**src/rtl/cache_1_ctrl.sv**
```systemverilog
// cache_1_ctrl: direct-mapped, write-through, no-write-allocate cache controller.
// Eight one-word lines. Sequences a synchronous-read tag RAM and data RAM and
// hands misses and all writes to the backing memory. After reset it clears
// every tag before it accepts the first CPU request.
module cache_1_ctrl #(
    parameter int ADDR_WIDTH = 16,
    parameter int IDX_WIDTH  = 3,
    parameter int TAG_WIDTH  = 14,
    parameter int DATA_WIDTH = 8
) (
    input  logic                  clock,
    input  logic                  reset_n,
    input  logic                  cpu_valid,
    output logic                  cpu_ready,
    input  logic                  cpu_we,
    input  logic [ADDR_WIDTH-1:0] cpu_addr,
    input  logic [DATA_WIDTH-1:0] cpu_wdata,
    output logic                  cpu_resp_valid,
    output logic [DATA_WIDTH-1:0] cpu_rdata,
    output logic [IDX_WIDTH-1:0]  tag_addr,
    output logic                  tag_we,
    output logic [TAG_WIDTH-1:0]  tag_wdata,
    input  logic [TAG_WIDTH-1:0]  tag_rdata,
    output logic [IDX_WIDTH-1:0]  data_addr,
    output logic                  data_we,
    output logic [DATA_WIDTH-1:0] data_wdata,
    input  logic [DATA_WIDTH-1:0] data_rdata,
    output logic                  mem_req,
    output logic                  mem_we,
    output logic [ADDR_WIDTH-1:0] mem_addr,
    output logic [DATA_WIDTH-1:0] mem_wdata,
    input  logic                  mem_ack,
    input  logic [DATA_WIDTH-1:0] mem_rdata,
    output logic [15:0]           hit_count,
    output logic [15:0]           miss_count
);

    localparam int ATAG_WIDTH = ADDR_WIDTH - IDX_WIDTH;
    localparam logic [IDX_WIDTH-1:0] LAST_IDX = '1;

    typedef enum logic [2:0] {
        INIT,
        IDLE,
        LOOKUP,
        MEM_RD,
        FILL,
        MEM_WR
    } state_t;

    state_t state;
    state_t next_state;

    logic [IDX_WIDTH-1:0]  init_idx;
    logic [ADDR_WIDTH-1:0] lat_addr;
    logic                  lat_we;
    logic [DATA_WIDTH-1:0] lat_wdata;
    logic [IDX_WIDTH-1:0]  lat_idx;
    logic [ATAG_WIDTH-1:0] lat_tag;
    logic                  hit;

    assign lat_idx   = lat_addr[IDX_WIDTH-1:0];
    assign lat_tag   = lat_addr[ADDR_WIDTH-1:IDX_WIDTH];
    assign hit       = tag_rdata[TAG_WIDTH-1] && (tag_rdata[ATAG_WIDTH-1:0] == lat_tag);
    assign data_addr = tag_addr;

    // State register; reset always restarts the tag-clearing sequence.
    always_ff @(posedge clock or negedge reset_n) begin
        if (!reset_n) begin
            state <= INIT;
        end else begin
            state <= next_state;
        end
    end

    // Next-state selection from the current state, request and memory handshake.
    always_comb begin
        next_state = state;
        case (state)
            INIT:    if (init_idx == LAST_IDX) next_state = IDLE;
            IDLE:    if (cpu_valid) next_state = LOOKUP;
            LOOKUP: begin
                if (lat_we)   next_state = MEM_WR;
                else if (hit) next_state = IDLE;
                else          next_state = MEM_RD;
            end
            MEM_RD:  if (mem_ack) next_state = FILL;
            FILL:    next_state = IDLE;
            MEM_WR:  if (mem_ack) next_state = IDLE;
            default: next_state = INIT;
        endcase
    end

    // RAM and memory port drive; tag writes are held off while reset is asserted.
    always_comb begin
        cpu_ready  = 1'b0;
        tag_addr   = lat_idx;
        tag_we     = 1'b0;
        tag_wdata  = '0;
        data_we    = 1'b0;
        data_wdata = '0;
        mem_req    = 1'b0;
        mem_we     = 1'b0;
        mem_addr   = '0;
        mem_wdata  = '0;
        case (state)
            INIT: begin
                tag_addr = init_idx;
                tag_we   = reset_n;
            end
            IDLE: begin
                cpu_ready = 1'b1;
                tag_addr  = cpu_addr[IDX_WIDTH-1:0];
            end
            LOOKUP: begin
                if (lat_we && hit) begin
                    data_we    = 1'b1;
                    data_wdata = lat_wdata;
                end
            end
            MEM_RD: begin
                mem_req  = 1'b1;
                mem_addr = lat_addr;
            end
            FILL: begin
                tag_we     = 1'b1;
                tag_wdata  = {1'b1, lat_tag};
                data_we    = 1'b1;
                data_wdata = cpu_rdata;
            end
            MEM_WR: begin
                mem_req   = 1'b1;
                mem_we    = 1'b1;
                mem_addr  = lat_addr;
                mem_wdata = lat_wdata;
            end
            default: ;
        endcase
    end

    // Request capture, read data, completion pulse and saturating statistics.
    always_ff @(posedge clock or negedge reset_n) begin
        if (!reset_n) begin
            init_idx       <= '0;
            lat_addr       <= '0;
            lat_we         <= 1'b0;
            lat_wdata      <= '0;
            cpu_rdata      <= '0;
            cpu_resp_valid <= 1'b0;
            hit_count      <= '0;
            miss_count     <= '0;
        end else begin
            cpu_resp_valid <= 1'b0;
            if (state == INIT) begin
                init_idx <= init_idx + IDX_WIDTH'(1);
            end
            if (state == IDLE && cpu_valid) begin
                lat_addr  <= cpu_addr;
                lat_we    <= cpu_we;
                lat_wdata <= cpu_wdata;
            end
            if (state == LOOKUP) begin
                if (hit) begin
                    if (hit_count != '1) hit_count <= hit_count + 16'd1;
                    if (!lat_we) begin
                        cpu_rdata      <= data_rdata;
                        cpu_resp_valid <= 1'b1;
                    end
                end else if (miss_count != '1) begin
                    miss_count <= miss_count + 16'd1;
                end
            end
            if (state == MEM_RD && mem_ack) begin
                cpu_rdata <= mem_rdata;
            end
            if (state == FILL || (state == MEM_WR && mem_ack)) begin
                cpu_resp_valid <= 1'b1;
            end
        end
    end

endmodule

```
**config.mk**
```make
export PLATFORM = sky130hd
export DESIGN_NAME = cache_1_ctrl
export DESIGN_NICKNAME = d
export VERILOG_FILES = /design/src/rtl/cache_1_ctrl.sv
export SDC_FILE = /design/constraint.sdc
export NUM_CORES = 1
export LEC_CHECK = 0
export ABC_AREA = 1
export BUFFER_PORTS_ARGS = -buffer_cell sky130_fd_sc_hd__buf_4
export CAP_MARGIN = 20
export CELL_PAD_IN_SITES_DETAIL_PLACEMENT = 1
export CELL_PAD_IN_SITES_GLOBAL_PLACEMENT = 1
export CORE_ASPECT_RATIO = 1.25
export CORE_MARGIN = 8
export CORE_UTILIZATION = 30
export DETAILED_ROUTE_END_ITERATION = 8
export PLACE_DENSITY_LB_ADDON = 0.15
export SYNTH_ARGS = -nofsm -noshare
export SYNTH_HDL_FRONTEND = slang
export SYNTH_SLANG_ARGS = --single-unit
```
**constraint.sdc**
```tcl
create_clock -name clock -period 1.85 [get_ports clock]
set_clock_uncertainty 0.1 [all_clocks]
set_input_delay 0.37 -clock clock [delete_from_list [all_inputs] [get_ports clock]]
set_output_delay 0.37 -clock clock [all_outputs]
set_load 0.005 [all_outputs]
```
Yosys cells after proc, flatten, opt, wreduce, memory -nomap -nowiden:

Index checks and enable logic that the tools add are counted.

* input port bits: 59
* register bits after elaboration: 72

* bitwise logic cells: 1
* multiplexer cells: 27
* reduce and logical (&&, ||, !) cells: 14
* equal/unequal tests: 14
* $add $sub $neg: 3

Operators by type and width (count)
* $mux W8: 6
* $add A16 B1 Y16 const B: 2
* $ne A16 B16 Y1 const B: 2
* $pmux W3 S6: 1
* $mux W16: 1
* $pmux W8 S2: 1
* $mux W3: 5
* $mux W14: 1
* $eq A13 B13 Y1: 1
* $eq A3 B3 Y1 const B: 3
* $reduce_and A3 Y1: 3
* $mux W1: 8
* $ne A2 B2 Y1 const B: 4
* $eq A3 B2 Y1 const B: 2
* $pmux W3 S2: 1
* $logic_and A1 B1 Y1: 5
* $pmux W1 S2: 2
* $reduce_and A4 Y1: 1
* $reduce_bool A2 Y1: 2
* $add A3 B1 Y3 const B: 1
* $eq A3 B1 Y1 const B: 1
* $logic_not A3 Y1: 1
* $mux W2: 1
* $ne A2 B1 Y1 const B: 1
* other kinds (3): 3

Depth between registers and ports, before layout:

Gate-level depths: netlist of run 1.

* depth in word-level cells: 5
* depth in mapped cells: 13
* gate-level depth less buffers: 12

Worst setup path before layout of run 1:

Ideal clock, no wire load.

* path kind: register to output
* from: register state[1]
* to: output port tag_wdata[10]
* data required time: 1.380 ns
* path buffers: 1
* setup slack: -0.041 ns
* arrival time: 1.421 ns
* stages on the path, launching flop included: 6
* path through: dfrtp_1 or2_2 nor2_2 inv_1 buf_2 nor2_1

* word-level cells in the longest chain between the ends: 2

Ends and longest elaborated chain
* start: declaration: line 50 `state_t state;`
* start signal: assignment: line 71 `state <= next_state;`
* $eq A3 B3 Y1: line 105 `case (state)`
* $mux W14: line 105
* end: declaration: line 22 `output logic [TAG_WIDTH-1:0] tag_wdata,`

No other way between the ends.

Worst setup path in the final report of run 1:

* from: register lat_addr[9]
* to: output port data_wdata[3]

* word-level cells in the longest chain between the ends: 5

Ends and longest elaborated chain
* start: declaration: line 54 `logic [ADDR_WIDTH-1:0] lat_addr;`
* start signal: assignment: line 157 `lat_addr <= cpu_addr;`
* $eq A13 B13 Y1: line 63 `assign hit = tag_rdata[TAG_WIDTH-1] && (tag_rdata[ATAG_WIDTH-1:0] == lat_tag);`
* $logic_and A1 B1 Y1: line 63
* $logic_and A1 B1 Y1: line 115 `if (lat_we && hit) begin`
* $mux W8: line 115
* $pmux W8 S2: line 105
* end: declaration: line 26 `output logic [DATA_WIDTH-1:0] data_wdata,`

No other way between the ends.

==> reports/metrics.yaml, run 1 <==
rows: 50
power.density_mw_per_mm2: 1290
synth_top_area_cell: "dfrtp_1"
fin_util_pct: 56.0
wl_um: 21500
syn_inst: 664
num-fill-cells: 1779
r2r_cells: 15
critPathLaunchType: "register"
hold_class: "in2reg"
hold_depth: 3
dpl_cell_area_mm2: 0.00663
grt_use_total_pct: 20.1
max_stage_delay_ps: 410
wl_per_cell_um: 19.0
fmax_mhz: 399
path_cells: "nand2_1 > nand2_2 > nor2_2 > nand2_2 > nor2_4 > nand2_2 > nor2_4 > nand2_4 > o21ai_2 > buf_4"
core_region_area_mm2: 0.0150
crit_buf_inv: 1
fp.dieArea_mm2: 0.0196
synth_seq_area_share_pct: 39.2
netlist_area_mm2: 0.00459
hpwl_um: 14100
synth_edf_count: 0
rsz0062_at_grt: "true"
die_h_um: 154
crit_fanout: 5
violations: "negative setup slack"
ant_nets: 0
drc: 0
viasPerCell: 4.99
hold_start: "cpu_wdata[6]"
r2r-start: "lat_addr[9]"
grt_remaining_overflow: 0
worstPathArrival_ps: 2030
clockRootBuffer: "clkbuf_16"
setup_violations: 91
clk_latency_ps: 350
ys.flop_type: "dfrtp_1"
syn_area_per_cell_um2: 6.92
reg2reg_to: "miss_count[8]"
n_antenna_cell: 0
maxSlewViolCount: 0
ys_ff_latch: 72
r2r_slack_ps: -270
grt_max_degree: 73
initial_core_util_pct: 30.7
hold_path_end: "lat_wdata[6]"
ys_warn_count: 0
relSlewSlack_pct: 70.1
grt_pass1_vias: 6292
fin_crit_sh_pct: 135
outcome: "finished, violations left"
cp.required_ps: 1380
cts_tree: "yes"
die-width_um: 127
pin_count: 157
syn_to_final_growth_pct: 82.2
grt_pass1_wl_um: 31800
vdd_drop_max_uv: 622
multiInputGateArea_mm2: 0.00317
drt_iter0_markers: 207
cap_violations: 0
dr.pass1.iters: 6
antenna_found_initial: 1
vias: 5667
synth_top_area_share_pct: 39.2
cellLeakagePower_uw: 0.00429
synth_common_cells: "209 x nand2_1, 111 x nor2_1, 74 x inv_1"
ctsHtreeMaxLevel: 3
cts_sinks: 72
tightestPinTransition_ps: 449
synth_cell_type_count: 35
cpMostUsedCell: "nand2_2"
yosysMostFrequentCell: "nand2_1"
final_net_count: 1011
fin_crit_ps: 2500
io_buffer_count: 156
seq_area_mm2: 0.00180
clkTransAtPathRegs_ps: 60
synth-async-reset-ratio_pct: 100
clockBufferDepth: 2
syn_nets: 727
critPathCaptureType: "output pin"
worstSetupPathType: "reg2out"
drive_gt1_share_pct: 48.5
cts_buffers: 9
worst_path_max_delay_cell: "dfrtp_1"
design_area_mm2: 0.00837
path_delay_family: "simple AND/OR/NAND/NOR gates"
gp_congestion: 0.853
synth_area_leaders: "dfrtp_1 39%, nand2_1 17%, nor2_1 9.1%, nand3_1 6.2%, inv_1 6.0%"
fin_ws_ps: -655
final_hold_viol_count: 0
cell families after synthesis:
group | after synthesis | synth area share, %
muxes | 8 | 1.96
xor gates and xnor gates | 28 | 5.34
and+or+nand+nor | 415 | 38.5
DFF | 72 | 39.2
buffers and inverters | 93 | 8.66
AOI/OAI and AO/OA | 44 | 5.23
adders and majority gates | 4 | 1.09
flip-flops by register name (all words and copies together), names as in the netlist:
register / cells
lat_addr: 16
cpu_resp_valid: 1
cpu_rdata: 8
lat_wdata: 8
miss_count: 16
hit_count: 16
lat_we: 1
state: 3
init_idx: 3
layout by cell type, fill, tap and decap left out, types with 4 or more instances in the layout:
cell       synthesis  layout
buf_4              4     216
nand2_1          209     175
dfrtp_1           72      72
inv_1             74      65
buf_6              4      61
nor2_4             3      52
nor2_1           111      50
nand3_1           57      44
nand2_2            4      29
a21oi_1           25      24
nor2_2             4      16
xor2_1            16      16
nand3_2            1      14
nor3_1            12      12
xnor2_1           12      11
clkbuf_16          0      10
nand2_4            0       9
o21ai_2            0       8
mux2_2             7       7
buf_12             0       6
inv_2              0       5
nand4_1            5       5
ha_1               4       4
report_power, final:
group          switching (uW)  internal (uW)
logic                    3370           3090
clock network             722           1220
registers                 340           2020
per-stage QoR:
stage | TNS (ps) | setup WS (ps) | hold slack, ps | std cells | power [uW]
6_report | -24900 | -655 | 171 | 1135 | 10800
5_1_grt | -32670 | -782 | 177 | 1135 | 11400
4_1_cts | -21210 | -575 | 167 | 1123 | 9880
3_5_place_dp | -15870 | -577 | 363 | 1081 | 6560
3_3_place_gp | -10020 | -439 | 360 | 1081 | 6370
2_1_floorplan | -63.2 | -6.32 | -25.6 | 664 | 4240
how the worst max path moves through the flow:
stage	start	end	slack, ps	depth (start not counted)
after floorplan	state[1]	mem_addr[10]	-6	5
after global placement	tag_rdata[5]	data_wdata[4]	-440	11
after detailed placement	tag_rdata[0]	data_wdata[4]	-580	12
after CTS	lat_addr[11]	data_wdata[7]	-580	11
after global routing	lat_addr[6]	data_wdata[4]	-780	11
final	lat_addr[9]	data_wdata[3]	-650	10
cell type report:
type,instances,area share [%]
clock buffers,12,2.95
clock inverters,4,0.912
inverters,75,3.72
multi-input cells,501,37.9
flip-flops and latches,72,21.5
well taps,182,2.72
repair buffers,289,30.3
tightest hold or removal path, cell delays in order:
cell	delay, ps
buf_4	80
nor2_1	30
a21oi_1	100
timing repair:
item                                   CTS  global route
hold buffers                             1             0
resized for setup                      168           131
cloned                                   3             3
pin swaps                               20            41
endpoints found under the hold margin    1             0
setup buffers                           23            10
setup endpoints to repair               76           114
routing by layer:
| metal | part of all wire [%] | GRT usage (%) | up-vias | routed length (um) |
|---|---|---|---|---|
| met5 | 0.060 | 0 | - | 13 |
| met4 | 3.5 | 6.87 | 2 | 748 |
| met3 | 5.2 | 5.68 | 47 | 1110 |
| met2 | 54 | 37.5 | 143 | 11600 |
| met1 | 37 | 21.1 | 2823 | 8070 |
| li1 | - | - | 2652 | - |
No activity file was read; power rests on OpenSTA's default activity.
==> inputs of run 2 (changes only) <==
==> constraint.sdc (replaced) <==
create_clock -name clock -period 2.45 [get_ports clock]
set_clock_uncertainty 0.1 [all_clocks]
set_input_delay 0.49 -clock clock [delete_from_list [all_inputs] [get_ports clock]]
set_output_delay 0.49 -clock clock [all_outputs]
set_load 0.005 [all_outputs]
==> run 2 against run 1 <==
  * The flow still finishes with violations (negative setup slack)
  * Critical endpoint is now hit_count[9]
  * Combinational power down 49%
  * Non-clock buffer count down 62
  * Clock-buffer cell count is 2 higher
  * Final area decreased by 16%
  * Power down 41%
  * Sequential power shrank 23%
  * Largest cell class unchanged
==> reports/metrics.yaml, run 2 (synthesis gave the netlist of run 1 again) <==
rsz0062_at_grt: "true"
pin_count: 157  # unchanged
fp.dieArea_mm2: 0.0196  # unchanged
wl_per_cell_um: 17.4  # -8.4%
clkTransAtPathRegs_ps: 60  # about the same
num-fill-cells: 1912  # +7.5%
place_ws_ps: -163  # +415 ps
wl_um: 18600  # -13%
cp.required_ps: 2580  # +1200 ps
r2r-start: "lat_addr[12]"
ctsHtreeMaxLevel: 3  # unchanged
hold_class: "in2reg"
clk_latency_ps: 340  # about the same
ant_nets: 0  # unchanged
relSlewSlack_pct: 62.4  # -7.7 points
setup_violations: 23  # -75%
crit_fanout: 15  # +10
maxSlewViolCount: 0  # unchanged
die_h_um: 154  # unchanged
fin_crit_sh_pct: 104
hold_ws_ps: 273  # +103 ps
final_common_cell: "buf_4"
critPathCaptureType: "register"
multiInputGateArea_mm2: 0.00263  # -17%
fin_ws_ps: -108  # +546 ps
core_region_area_mm2: 0.0150  # unchanged
hold_path_end: "state[2]"
hold_depth: 2  # -1
gp_congestion: 0.836  # -2.0%
vdd_drop_max_uv: 327  # -47%
outcome: "finished, violations left"
critPathLaunchType: "register"
tightestPinTransition_ps: 564  # +115 ps
n_antenna_cell: 0  # unchanged
fin_crit_ps: 2560
total_power_uw: 6370  # -41%
r2r_slack_ps: -110  # +160 ps
rows: 50  # unchanged
violations: "negative setup slack"
worstSetupPathType: "reg2reg"
drc: 0  # unchanged
cellLeakagePower_uw: 0.00379  # -12%
final_net_count: 949  # -6.1%
grt_remaining_overflow: 0  # unchanged
reg2reg_to: "hit_count[9]"
syn_to_final_growth_pct: 52.2
viasPerCell: 4.82  # -3.4%
initial_core_util_pct: 30.7  # unchanged
hold_start: "mem_ack"
cts_buffers: 9  # unchanged
power.density_mw_per_mm2: 910  # -29%
fmax_mhz: 391
fin_util_pct: 46.8  # -9.2 points
worstPathArrival_ps: 2690  # +660 ps
drt_iter0_markers: 184  # -11%
grt_max_degree: 41  # -44%
cts_sinks: 72  # unchanged
grt_pass1_wl_um: 29200  # -8.1%
antenna_found_initial: 0  # -1
io_buffer_count: 156  # unchanged
r2r_cells: 19  # +4
clockRootBuffer: "clkbuf_16"
reg_top3: "hit_count x16, lat_addr x16, miss_count x16"
hpwl_um: 13300  # -5.9%
layout_common_cells: "220 x buf_4, 178 x nand2_1, 98 x nor2_1"
drive_gt1_share_pct: 37.1  # -11 points
seq_area_mm2: 0.00180  # about the same
clockBufferDepth: 2  # unchanged
dr.pass1.iters: 4  # -2
vias: 5173  # -8.7%
final_hold_viol_count: 0  # unchanged
grt_pass1_vias: 5747  # -8.7%
grt_use_total_pct: 18.7  # -1.4 points
cts_tree: "yes"
cap_violations: 0  # unchanged
die-width_um: 127  # unchanged
[run 2: metrics by stage]
stage	area (um2)	std cells	TNS, ps
floorplan	4590	664	0
global placement	6110	1013	-694
detailed placement	6110	1013	-1150
CTS	6760	1061	-856
global route	6990	1073	-5210
finish	6990	1073	-1900
[run 2: power by group]
group | total [uW] | internal (uW) | switching [uW]
combinational | 3290 | 1520 | 1770
clock | 1260 | 743 | 517
sequential | 1820 | 1520 | 295
total | 6370 | 3780 | 2580
[run 2: final cells by class]
type / count / area share [%]
Timing Repair Buffer: 227 / 25.2
Clock inverter: 2 / 0.197
Clock buffer: 14 / 3.78
Sequential cell: 72 / 25.8
Inverter: 75 / 4.15
Tap cell: 182 / 3.26
Multi-Input combinational cell: 501 / 37.7
[run 2: how the worst max path moves through the flow]
stage	startpoint	end	slack, ps	cells after the start
floorplan	tag_rdata[7]	data_wdata[0]	360	10
global placement	tag_rdata[5]	data_wdata[4]	-100	11
detailed placement	tag_rdata[5]	data_wdata[4]	-160	11
CTS	lat_addr[12]	data_wdata[4]	-140	10
global route	lat_addr[8]	data_wdata[4]	-230	10
finish	lat_addr[12]	hit_count[9]	-110	19
[run 2: what timing repair did]
| action | in CTS | in global routing |
|---|---|---|
| pin swaps | 14 | 16 |
| hold endpoints to repair | 13 | 0 |
| gates cloned | 1 | 1 |
| endpoints found under the setup margin | 36 | 69 |
| buffers inserted | 30 | 11 |
| gates resized for setup | 51 | 43 |
| hold buffers | 1 | 0 |
[run 2: worst max-delay path, cell delays in order (launching register included)]
cell,delay [ps]
dfrtp_1,390
nand2_1,110
buf_4,150
buf_4,140
buf_4,120
buf_4,120
buf_4,120
buf_4,120
buf_4,120
buf_4,120
buf_4,120
nand2_2,90
nor2_2,50
nand2_1,60
nor2_1,40
nand3_1,100
nor2_1,60
buf_6,160
nand3_1,80
nand2_1,70
[run 2: routing by layer]
metal	up-vias	share of wire (%)	track usage (%)
met4	0	3.6	7.33
met3	42	6.3	6.09
met2	133	52	34.3
li1	2523	-	-
met5	-	0	0
met1	2475	38	19.3
